<file path="src/rtl/shift_pkg.sv">
// Shared shifter opcodes, widths and the result-queue entry type.
package shift_pkg;

  localparam int unsigned XLEN    = 32;
  localparam int unsigned SHAMT_W = 5;

  localparam logic [1:0] OP_SLL = 2'b00;
  localparam logic [1:0] OP_SRL = 2'b01;
  localparam logic [1:0] OP_SRA = 2'b10;
  localparam logic [1:0] OP_RSV = 2'b11;

  typedef struct packed {
    logic            op_err;
    logic [XLEN-1:0] result;
  } entry_t;

endpackage

</file>
<file path="src/rtl/shift_issue_stage_if.sv">
// Request (valid/ready) and result (valid/ready) channels of the shift issue stage.
interface shift_issue_stage_if;

  logic                       in_valid;
  logic                       in_ready;
  logic [shift_pkg::XLEN-1:0] in_a;
  logic [shift_pkg::XLEN-1:0] in_b;
  logic [1:0]                 in_op;
  logic                       out_valid;
  logic                       out_ready;
  logic [shift_pkg::XLEN-1:0] out_result;
  logic                       out_op_err;

  modport master (
    output in_valid, in_a, in_b, in_op, out_ready,
    input  in_ready, out_valid, out_result, out_op_err
  );

  modport slave (
    input  in_valid, in_a, in_b, in_op, out_ready,
    output in_ready, out_valid, out_result, out_op_err
  );

endinterface

</file>
<file path="src/rtl/shift_core.sv">
// Combinational SLL/SRL/SRA datapath; reserved op passes a through and flags an error.
// SHIFT_AMT_SAT_EN: shift amounts >= 32 saturate instead of using only b[4:0].
module shift_core
  import shift_pkg::*;
(
  input  logic [XLEN-1:0] a_i,
  input  logic [XLEN-1:0] b_i,
  input  logic [1:0]      op_i,
  output logic [XLEN-1:0] result_o,
  output logic            op_err_o
);

  logic [SHAMT_W-1:0] shamt;
  logic [XLEN-1:0]    sra_y;
  logic               sat;

  assign shamt = b_i[SHAMT_W-1:0];

`ifdef SHIFT_AMT_SAT_EN
  assign sat = |b_i[XLEN-1:SHAMT_W];
`else
  logic unused_b_hi;
  assign unused_b_hi = ^b_i[XLEN-1:SHAMT_W];
  assign sat         = 1'b0;
`endif

  sra u_sra (
    .a_i    (a_i),
    .shamt_i(shamt),
    .y_o    (sra_y)
  );

  always_comb begin
    result_o = a_i;
    op_err_o = 1'b0;
    unique case (op_i)
      OP_SLL:  result_o = sat ? '0 : (a_i << shamt);
      OP_SRL:  result_o = sat ? '0 : (a_i >> shamt);
      OP_SRA:  result_o = sat ? {XLEN{a_i[XLEN-1]}} : sra_y;
      default: op_err_o = 1'b1;
    endcase
  end

endmodule

</file>
<file path="src/rtl/sra.sv">
// 32-bit arithmetic right shift by a 5-bit amount.
module sra
  import shift_pkg::*;
(
  input  logic [XLEN-1:0]    a_i,
  input  logic [SHAMT_W-1:0] shamt_i,
  output logic [XLEN-1:0]    y_o
);

  assign y_o = XLEN'($signed(a_i) >>> shamt_i);

endmodule

</file>
<file path="src/rtl/shift_issue_stage.sv">
// Issue/retire wrapper: operand register -> shift_core -> 2-entry in-order result queue.
// Honors SHIFT_AMT_SAT_EN through shift_core.
module shift_issue_stage
  import shift_pkg::*;
#(
  parameter int unsigned WIDTH = 32,
  parameter int unsigned CNT_W = 16
) (
  input  logic                clk,
  input  logic                rst_n,
  shift_issue_stage_if.slave  bus,
  output logic [CNT_W-1:0]    op_count
);

  logic             op_vld_q;
  logic [WIDTH-1:0] op_a_q;
  logic [WIDTH-1:0] op_b_q;
  logic [1:0]       op_op_q;
  entry_t           queue_q [2];
  logic             wr_ptr_q;
  logic             rd_ptr_q;
  logic [1:0]       q_cnt_q;
  logic [CNT_W-1:0] op_count_q;

  logic [WIDTH-1:0] core_result;
  logic             core_err;
  entry_t           head;
  logic             out_valid;
  logic             out_fire;
  logic             advance;
  logic             in_ready;
  logic             accept;

  shift_core u_core (
    .a_i     (op_a_q),
    .b_i     (op_b_q),
    .op_i    (op_op_q),
    .result_o(core_result),
    .op_err_o(core_err)
  );

  always_comb begin
    head      = queue_q[rd_ptr_q];
    out_valid = (q_cnt_q != 2'd0);
    out_fire  = out_valid && bus.out_ready;
    // A full queue still accepts a push when the head leaves in the same cycle.
    advance   = op_vld_q && ((q_cnt_q < 2'd2) || out_fire);
    in_ready  = !op_vld_q || advance;
    accept    = bus.in_valid && in_ready;
  end

  assign bus.in_ready   = in_ready;
  assign bus.out_valid  = out_valid;
  assign bus.out_result = out_valid ? head.result : '0;
  assign bus.out_op_err = out_valid ? head.op_err : 1'b0;
  assign op_count       = op_count_q;

  always_ff @(posedge clk or negedge rst_n) begin
    if (!rst_n) begin
      op_vld_q   <= 1'b0;
      op_a_q     <= '0;
      op_b_q     <= '0;
      op_op_q    <= OP_SLL;
      queue_q[0] <= '0;
      queue_q[1] <= '0;
      wr_ptr_q   <= 1'b0;
      rd_ptr_q   <= 1'b0;
      q_cnt_q    <= 2'd0;
      op_count_q <= '0;
    end else begin
      if (accept) begin
        op_vld_q <= 1'b1;
        op_a_q   <= bus.in_a;
        op_b_q   <= bus.in_b;
        op_op_q  <= bus.in_op;
      end else if (advance) begin
        op_vld_q <= 1'b0;
      end
      if (advance) begin
        queue_q[wr_ptr_q] <= '{op_err: core_err, result: core_result};
        wr_ptr_q          <= ~wr_ptr_q;
        op_count_q        <= op_count_q + 1'b1;
      end
      if (out_fire) begin
        rd_ptr_q <= ~rd_ptr_q;
      end
      unique case ({advance, out_fire})
        2'b10:   q_cnt_q <= q_cnt_q + 2'd1;
        2'b01:   q_cnt_q <= q_cnt_q - 2'd1;
        default: q_cnt_q <= q_cnt_q;
      endcase
    end
  end

endmodule

</file>
<file path="src/flat_wrapper.sv">
// flat-port wrapper written by rule: the top's interface ports become plain ports
module shift_issue_stage_flat import shift_pkg::*;
#(
  parameter int unsigned WIDTH = 32,
  parameter int unsigned CNT_W = 16
)
  (clk, rst_n, op_count, bus_in_valid, bus_in_a, bus_in_b, bus_in_op, bus_out_ready, bus_in_ready, bus_out_valid, bus_out_result, bus_out_op_err);
  shift_issue_stage_if bus_i ();
  input  logic clk;
  input  logic rst_n;
  output logic [CNT_W-1:0] op_count;
  input wire logic [$bits(bus_i.in_valid)-1:0] bus_in_valid;
  input wire logic [$bits(bus_i.in_a)-1:0] bus_in_a;
  input wire logic [$bits(bus_i.in_b)-1:0] bus_in_b;
  input wire logic [$bits(bus_i.in_op)-1:0] bus_in_op;
  input wire logic [$bits(bus_i.out_ready)-1:0] bus_out_ready;
  output wire logic [$bits(bus_i.in_ready)-1:0] bus_in_ready;
  output wire logic [$bits(bus_i.out_valid)-1:0] bus_out_valid;
  output wire logic [$bits(bus_i.out_result)-1:0] bus_out_result;
  output wire logic [$bits(bus_i.out_op_err)-1:0] bus_out_op_err;
  assign bus_i.in_valid = bus_in_valid;
  assign bus_i.in_a = bus_in_a;
  assign bus_i.in_b = bus_in_b;
  assign bus_i.in_op = bus_in_op;
  assign bus_i.out_ready = bus_out_ready;
  assign bus_in_ready = bus_i.in_ready;
  assign bus_out_valid = bus_i.out_valid;
  assign bus_out_result = bus_i.out_result;
  assign bus_out_op_err = bus_i.out_op_err;
  shift_issue_stage #(.WIDTH(WIDTH), .CNT_W(CNT_W)) u_core (.clk(clk), .rst_n(rst_n), .bus(bus_i), .op_count(op_count));
endmodule
</file>
<file path="config.mk">
export PLATFORM = sky130hd
export DESIGN_NAME = shift_issue_stage_flat
export DESIGN_NICKNAME = d
export VERILOG_FILES = /design/src/rtl/shift_pkg.sv /design/src/rtl/shift_issue_stage_if.sv /design/src/rtl/shift_core.sv /design/src/rtl/sra.sv /design/src/rtl/shift_issue_stage.sv /design/src/flat_wrapper.sv
export SDC_FILE = /design/constraint.sdc
export NUM_CORES = 1
export LEC_CHECK = 0
export ABC_AREA = 1
export CORE_MARGIN = 10
export CORE_UTILIZATION = 55
export CTS_CLUSTER_SIZE = 14
export DETAILED_ROUTE_END_ITERATION = 10
export DONT_BUFFER_PORTS = 1
export PLACE_DENSITY = 0.68
export SYNTH_ARGS = -nofsm -noshare
export SYNTH_HDL_FRONTEND = slang
export SYNTH_SLANG_ARGS = --single-unit
</file>
<file path="constraint.sdc">
create_clock -name clk -period 3.3 [get_ports clk]
set_input_delay 0.66 -clock clk [delete_from_list [all_inputs] [get_ports clk]]
set_output_delay 0.66 -clock clk [all_outputs]
set_load 0.01 [all_outputs]
</file>
# After elaboration in Yosys (flattened, before gate mapping)
# Index checks and enable logic that the tools add are counted.
[totals]
register_bits = 126
output_inout_bits = 51
[op_classes]
add_sub_neg = 3
eq_ne = 4
n_mux = 13
n_reduce_logical = 12
n_lt_le_gt_ge = 4
n_shift = 3
bitwise_logic = 4
[ops]
columns = ["cell", "count"]
rows = [
  ["2-to-1 mux 33 bit", 4],
  ["case mux 32 bit (3 select lines)", 1],
  ["bitwise mux 66 bit", 1],
  ["demux 33 bit (select 1 bit)", 1],
  ["2-to-1 mux 32 bit", 1],
  ["<< shifter 32 x 5 -> 32 bit", 1],
  [">> shifter 32 x 5 -> 32 bit", 1],
  [">>> shifter 32 x 5 -> 32 bit", 1],
  ["adder 16 x 1 -> 16 bit, second input constant", 1],
  ["nonzero test 2 bit", 3],
  ["== test 2 x 1 -> 1 bit, second input constant", 2],
  ["== test 2 bit, second input constant", 2],
  [">= comparator 2 bit, second input constant", 2],
  ["logical AND 1 bit", 4],
  ["2-to-1 mux 1 bit", 4],
  ["inverter 1 -> 2 bit", 2],
  ["case mux 2 bit (2 select lines)", 1],
  ["OR reduction 3 bit", 1],
  ["adder 2 x 1 -> 2 bit, second input constant", 1],
  ["zero test 2 bit", 1],
  ["logical OR 1 bit", 2],
  ["< comparator 2 x 1 -> 1 bit, second input constant", 1],
  ["< comparator 2 bit, second input constant", 1],
  ["inverter 1 bit", 2],
  ["other kinds (2)", 2],
]

# Longest topological paths before layout
[depth]
word_depth = 7
ltp_mapped = 16
ltp_nobuf = 15

# Hierarchy
# Synthesis repeated with hierarchy kept, for this count alone.
[unflattened]
hier_cells = 1956
hier_area_um2 = 12449.4
[modules_own_cells]
columns = ["module", "cells_per_inst", "n_inst", "area_each_um2", "seq_area_each_um2"]
rows = [
  ["shift_issue_stage", 793, 1, 6718.9, 3828.7],
  ["shift_core", 781, 1, 3895.0, 0.0],
  ["sra", 382, 1, 1835.5, 0.0],
]

# Worst setup path after synthesis
# Ideal clock, no wire load.
[synth_path]
path_kind = "reg-to-output"
start = "register u_core.rd_ptr_q"
end = "output port bus_out_result[0]"
path_buffers = 2
path_stages_with_launch = 6
arrival_time_ns = 1.196
required_time_ns = 2.640
path_slack_ns = 1.444
path_cell_list = "dfrtp_1 -> clkbuf_1 -> inv_1 -> clkbuf_1 -> nand2_1 -> a21oi_1"
[synth_between]
elab_chain_len = 5
[synth_lines]
columns = ["element", "line", "source"]
rows = [
  ["start: declaration", "shift_issue_stage.sv:21", "logic rd_ptr_q;"],
  ["start signal: assignment", "shift_issue_stage.sv:85", "rd_ptr_q <= ~rd_ptr_q;"],
  ["inverter 1 -> 2 bit (implied by the code)", "shift_issue_stage.sv:43", "head = queue_q[rd_ptr_q];"],
  ["2-to-1 mux 33 bit (implied by the code) (3 in series)", "shift_issue_stage.sv:43", ""],
  ["2-to-1 mux 32 bit", "shift_issue_stage.sv:54", "assign bus.out_result = out_valid ? head.result : '0;"],
  ["end: declaration", "flat_wrapper.sv:19", "output wire logic [$bits(bus_i.out_result)-1:0] bus_out_result;"],
]
# Every way passes these cells. The select of a mux whose other input is x is not followed.

# Worst setup path after layout
[layout_path]
start = "register u_core.q_cnt_q[1]"
end = "output port bus_out_result[17]"
[layout_between]
elab_chain_len = 2
[layout_lines]
columns = ["element", "line", "source"]
rows = [
  ["start: declaration", "shift_issue_stage.sv:22", "logic [1:0] q_cnt_q;"],
  ["start signal: assignment", "shift_issue_stage.sv:88", "2'b10: q_cnt_q <= q_cnt_q + 2'd1;"],
  ["start signal: assignment", "shift_issue_stage.sv:89", "2'b01: q_cnt_q <= q_cnt_q - 2'd1;"],
  ["start signal: assignment", "shift_issue_stage.sv:90", "default: q_cnt_q <= q_cnt_q;"],
  ["nonzero test 2 bit", "shift_issue_stage.sv:44", "out_valid = (q_cnt_q != 2'd0);"],
  ["net bus_out_valid", "flat_wrapper.sv:18", "output wire logic [$bits(bus_i.out_valid)-1:0] bus_out_valid;"],
  ["2-to-1 mux 32 bit", "shift_issue_stage.sv:54", ""],
]
# The timed path passes the listed nets, and every way through them passes these cells.

==> metrics.cfg <==
[synthesis]
ys_seq_area_share_pct=34.2
synth_compound_area_share_pct=7.81
synth_top_family_by_area=simple AND/OR/NAND/NOR gates
muxShareOfSynthArea_pct=2.20
netlist_instances=1413
yosysWarnings=0
synth_fa_ha_area_share_pct=0.272
ys_types=41
syn_nets=1485
ys_seq_elements=126
synth-simple-area-share_pct=46.6
avgSynthCellArea_sq_um=6.52
syn-cell-area_sq_um=9210
synth-xor-area-share_pct=1.70

[floorplanning]
dieHeight_um=149
fp.dieW_um=149
boundaryPins=121
core_sq_um=16500
start_util_pct=55.8
std_cell_rows=47
die_area_sq_um=22300

[timing]
fin_crit_sh_pct=76.6
finClkSkew_ps=14.5
fin_crit_ps=2530
rsz0062_at_grt=no
tns_ps=0
max_slew_margin_pct=36.7
finalHoldViolCount=126
fin_ws_ps=771
tightest_slew_ps=946
holdWs_ps=-68.5
final_max_slew_viol_count=0
setup_violations=0
fmax_mhz=395

[place]
finalWeightedCongestion=1.03
dp_hpwl_mm=23.4
portBuffers=0
place_ws_ps=978
place_inst=1568

[global_routing]
antenna_found_initial=0
grt-busiest-layer=met2
grt.met2_usage_pct=41.3
grt_max_degree=127
grt_pass1_wl_mm=49.7
gr-usage-met3_pct=8.18
grt_usage_pct=28.6
grt_pass1_vias=8963
use_met1_pct=37.5
grt_overflow=0

[drt]
routed_wl_mm=32.4
drc=0
num_vias=9646
vias_per_cell=6.03
wire_per_inst_um=20.3
drtIter0Drc=1204
postRouteAntennaNets=0
dr.pass1.iters=8

[finish]
fin_util_pct=59.7
multiInputGateArea_sq_um=5400
register_area_sq_um=3150
final_cell_mix=514 x nand2_1, 354 x nand3_1, 125 x dfrtp_1, 71 x a21oi_1, 61 x nor2_1
area_delta_synth_final_pct=7.09
drive_gt1_share_pct=8.63
post_layout_nonfiller_instances=1599
fillers=1631
antenna_cells=0
final_common_cell=nand2_1
nets=1439

[power_and_ir_drop]
powerDensity_nw_per_um2=1090
ir_worst_vdd_uv=858
leakagePower_nw=4.90

[clocking]
cts-htree-levels=4
path_clk_slew_ps=60
cts-root-buf=clkbuf_16
postCtsSetupBuffers=0
tritoncts=built
cts_made_buffers=17
cts_buffer_depth=2
postCtsResizedCells=0
worstSkewPairLatency_ps=430
cts.sinks=126

[setup_path]
required_ps=2640
cp_max_fo=26
crit_chain=inv_1, nand2_4, inv_1, buf_4, a21oi_1
cp.arrival_ps=1870
path_class=reg2out
worst-path-buf-inv=3
crit_path_end_kind=primary output
crit_family=buffers and inverters
cpPeakStageDelay_ps=430
start_kind=register
slowest_stage=a21oi_1
cpMostUsedCell=inv_1

[status]
violations=hold timing
status=finished, violations left

[run]
drv_cap=0

[worst_hold_path]
hp-class=in2async

-- where the power goes --
part           switching (W)  total, W  internal, W
Clock               0.000726   0.00199      0.00126
Combinational        0.00429   0.00608      0.00179
Sequential          0.000567   0.00270      0.00213
-- flip-flops by register name, indices dropped and copies added (netlist names) --
name and cells:
u_core.queue_q 66, u_core.q_cnt_q 2, u_core.op_vld_q 1, u_core.op_a_q 32, u_core.wr_ptr_q 1, u_core.op_op_q 2, u_core.op_b_q 5, u_core.rd_ptr_q 1
u_core.op_count 16
-- logic make-up (layout without fill, tap and decap cells) --
group	after synthesis	count (layout)
AOI/OAI and AO/OA	131	131
xor gates and xnor gates	17	17
DFF	126	126
muxes	18	18
and+or+nand+nor	977	977
buffers and inverters	142	108
adders and majority gates	2	2
-- layer usage --
metal | routed length (um) | vias to the layer above
met5 | 0 | -
met4 | 1640 | 0
met3 | 3210 | 81
met2 | 14100 | 496
met1 | 13500 | 4456
li1 | - | 4613
-- area by class of cell --
cell class | count | area share [%]
clock inverter | 13 | 1.91
tap | 220 | 2.79
multi-input combinational | 1145 | 54.7
inverter | 54 | 2.13
sequential | 126 | 32.0
timing repair buffer | 23 | 2.13
clock buffer | 18 | 4.35
-- per-stage QoR --
| stage | power (W) | cell area, sq um |
|---|---|---|
| floorplan | 0.00701 | 9210 |
| global placement | 0.00859 | 9250 |
| detailed placement | 0.00865 | 9250 |
| CTS | 0.0107 | 9870 |
| global route | 0.0116 | 9870 |
| finish | 0.0108 | 9870 |
-- path summary, 6_finish.rpt --
path | to | from | cells past startpoint | slack [ps]
setup / recovery | bus_out_result[17] | u_core.q_cnt_q[1]$_DFFE_PN0P_ | 5 | 770
hold / removal | u_core.op_a_q[22]$_DFFE_PN0P_ | rst_n | 0 | -70
setup reg to reg | u_core.queue_q[2]$_DFFE_PN0P_ | u_core.op_b_q[0]$_DFFE_PN0P_ | 13 | 880
hold reg to reg | u_core.queue_q[62]$_DFFE_PN0P_ | u_core.queue_q[62]$_DFFE_PN0P_ | 2 | 480
max in group asynchronous | u_core.op_b_q[1]$_DFFE_PN0P_ | rst_n | 0 | 3080
min in group clk | u_core.op_a_q[12]$_DFFE_PN0P_ | bus_in_a[12] | 1 | 380
-- Yosys cell counts --
cell type | n | area, sq um
inv_4 | 1 | 6.26
and2_1 | 1 | 6.26
nor2_1 | 61 | 229
buf_4 | 9 | 67.6
clkinv_1 | 1 | 3.75
nor2_2 | 7 | 43.8
xor2_1 | 8 | 70.1
a31oi_1 | 2 | 12.5
o21ai_0 | 28 | 140
o21ai_1 | 7 | 35.0
clkbuf_1 | 33 | 124
or2_2 | 10 | 62.6
nand2_1 | 514 | 1930
nand2_2 | 5 | 31.3
o21bai_1 | 1 | 7.51
inv_2 | 8 | 30.0
inv_1 | 43 | 161
xnor2_2 | 1 | 16.3
a32oi_1 | 1 | 8.76
nand3_2 | 1 | 10.0
dfrtp_1 | 126 | 3150
o211ai_1 | 19 | 143
nand3b_1 | 4 | 30.0
nand4_1 | 6 | 37.5
buf_1 | 6 | 22.5
mux2_2 | 18 | 203
nor3_1 | 2 | 10.0
nor2_4 | 6 | 67.6
nand2b_4 | 1 | 13.8
ha_1 | 2 | 25.0
a21oi_1 | 71 | 355
and3_1 | 1 | 6.26
nand4_2 | 1 | 12.5
o21ai_2 | 1 | 8.76
buf_6 | 6 | 67.6
nand2_4 | 3 | 33.8
buf_2 | 34 | 170
xnor2_1 | 8 | 70.1
nand3_1 | 354 | 1770
inv_6 | 1 | 8.76
a41oi_1 | 1 | 8.76
Note: power is estimated with default switching activity, not from simulation.
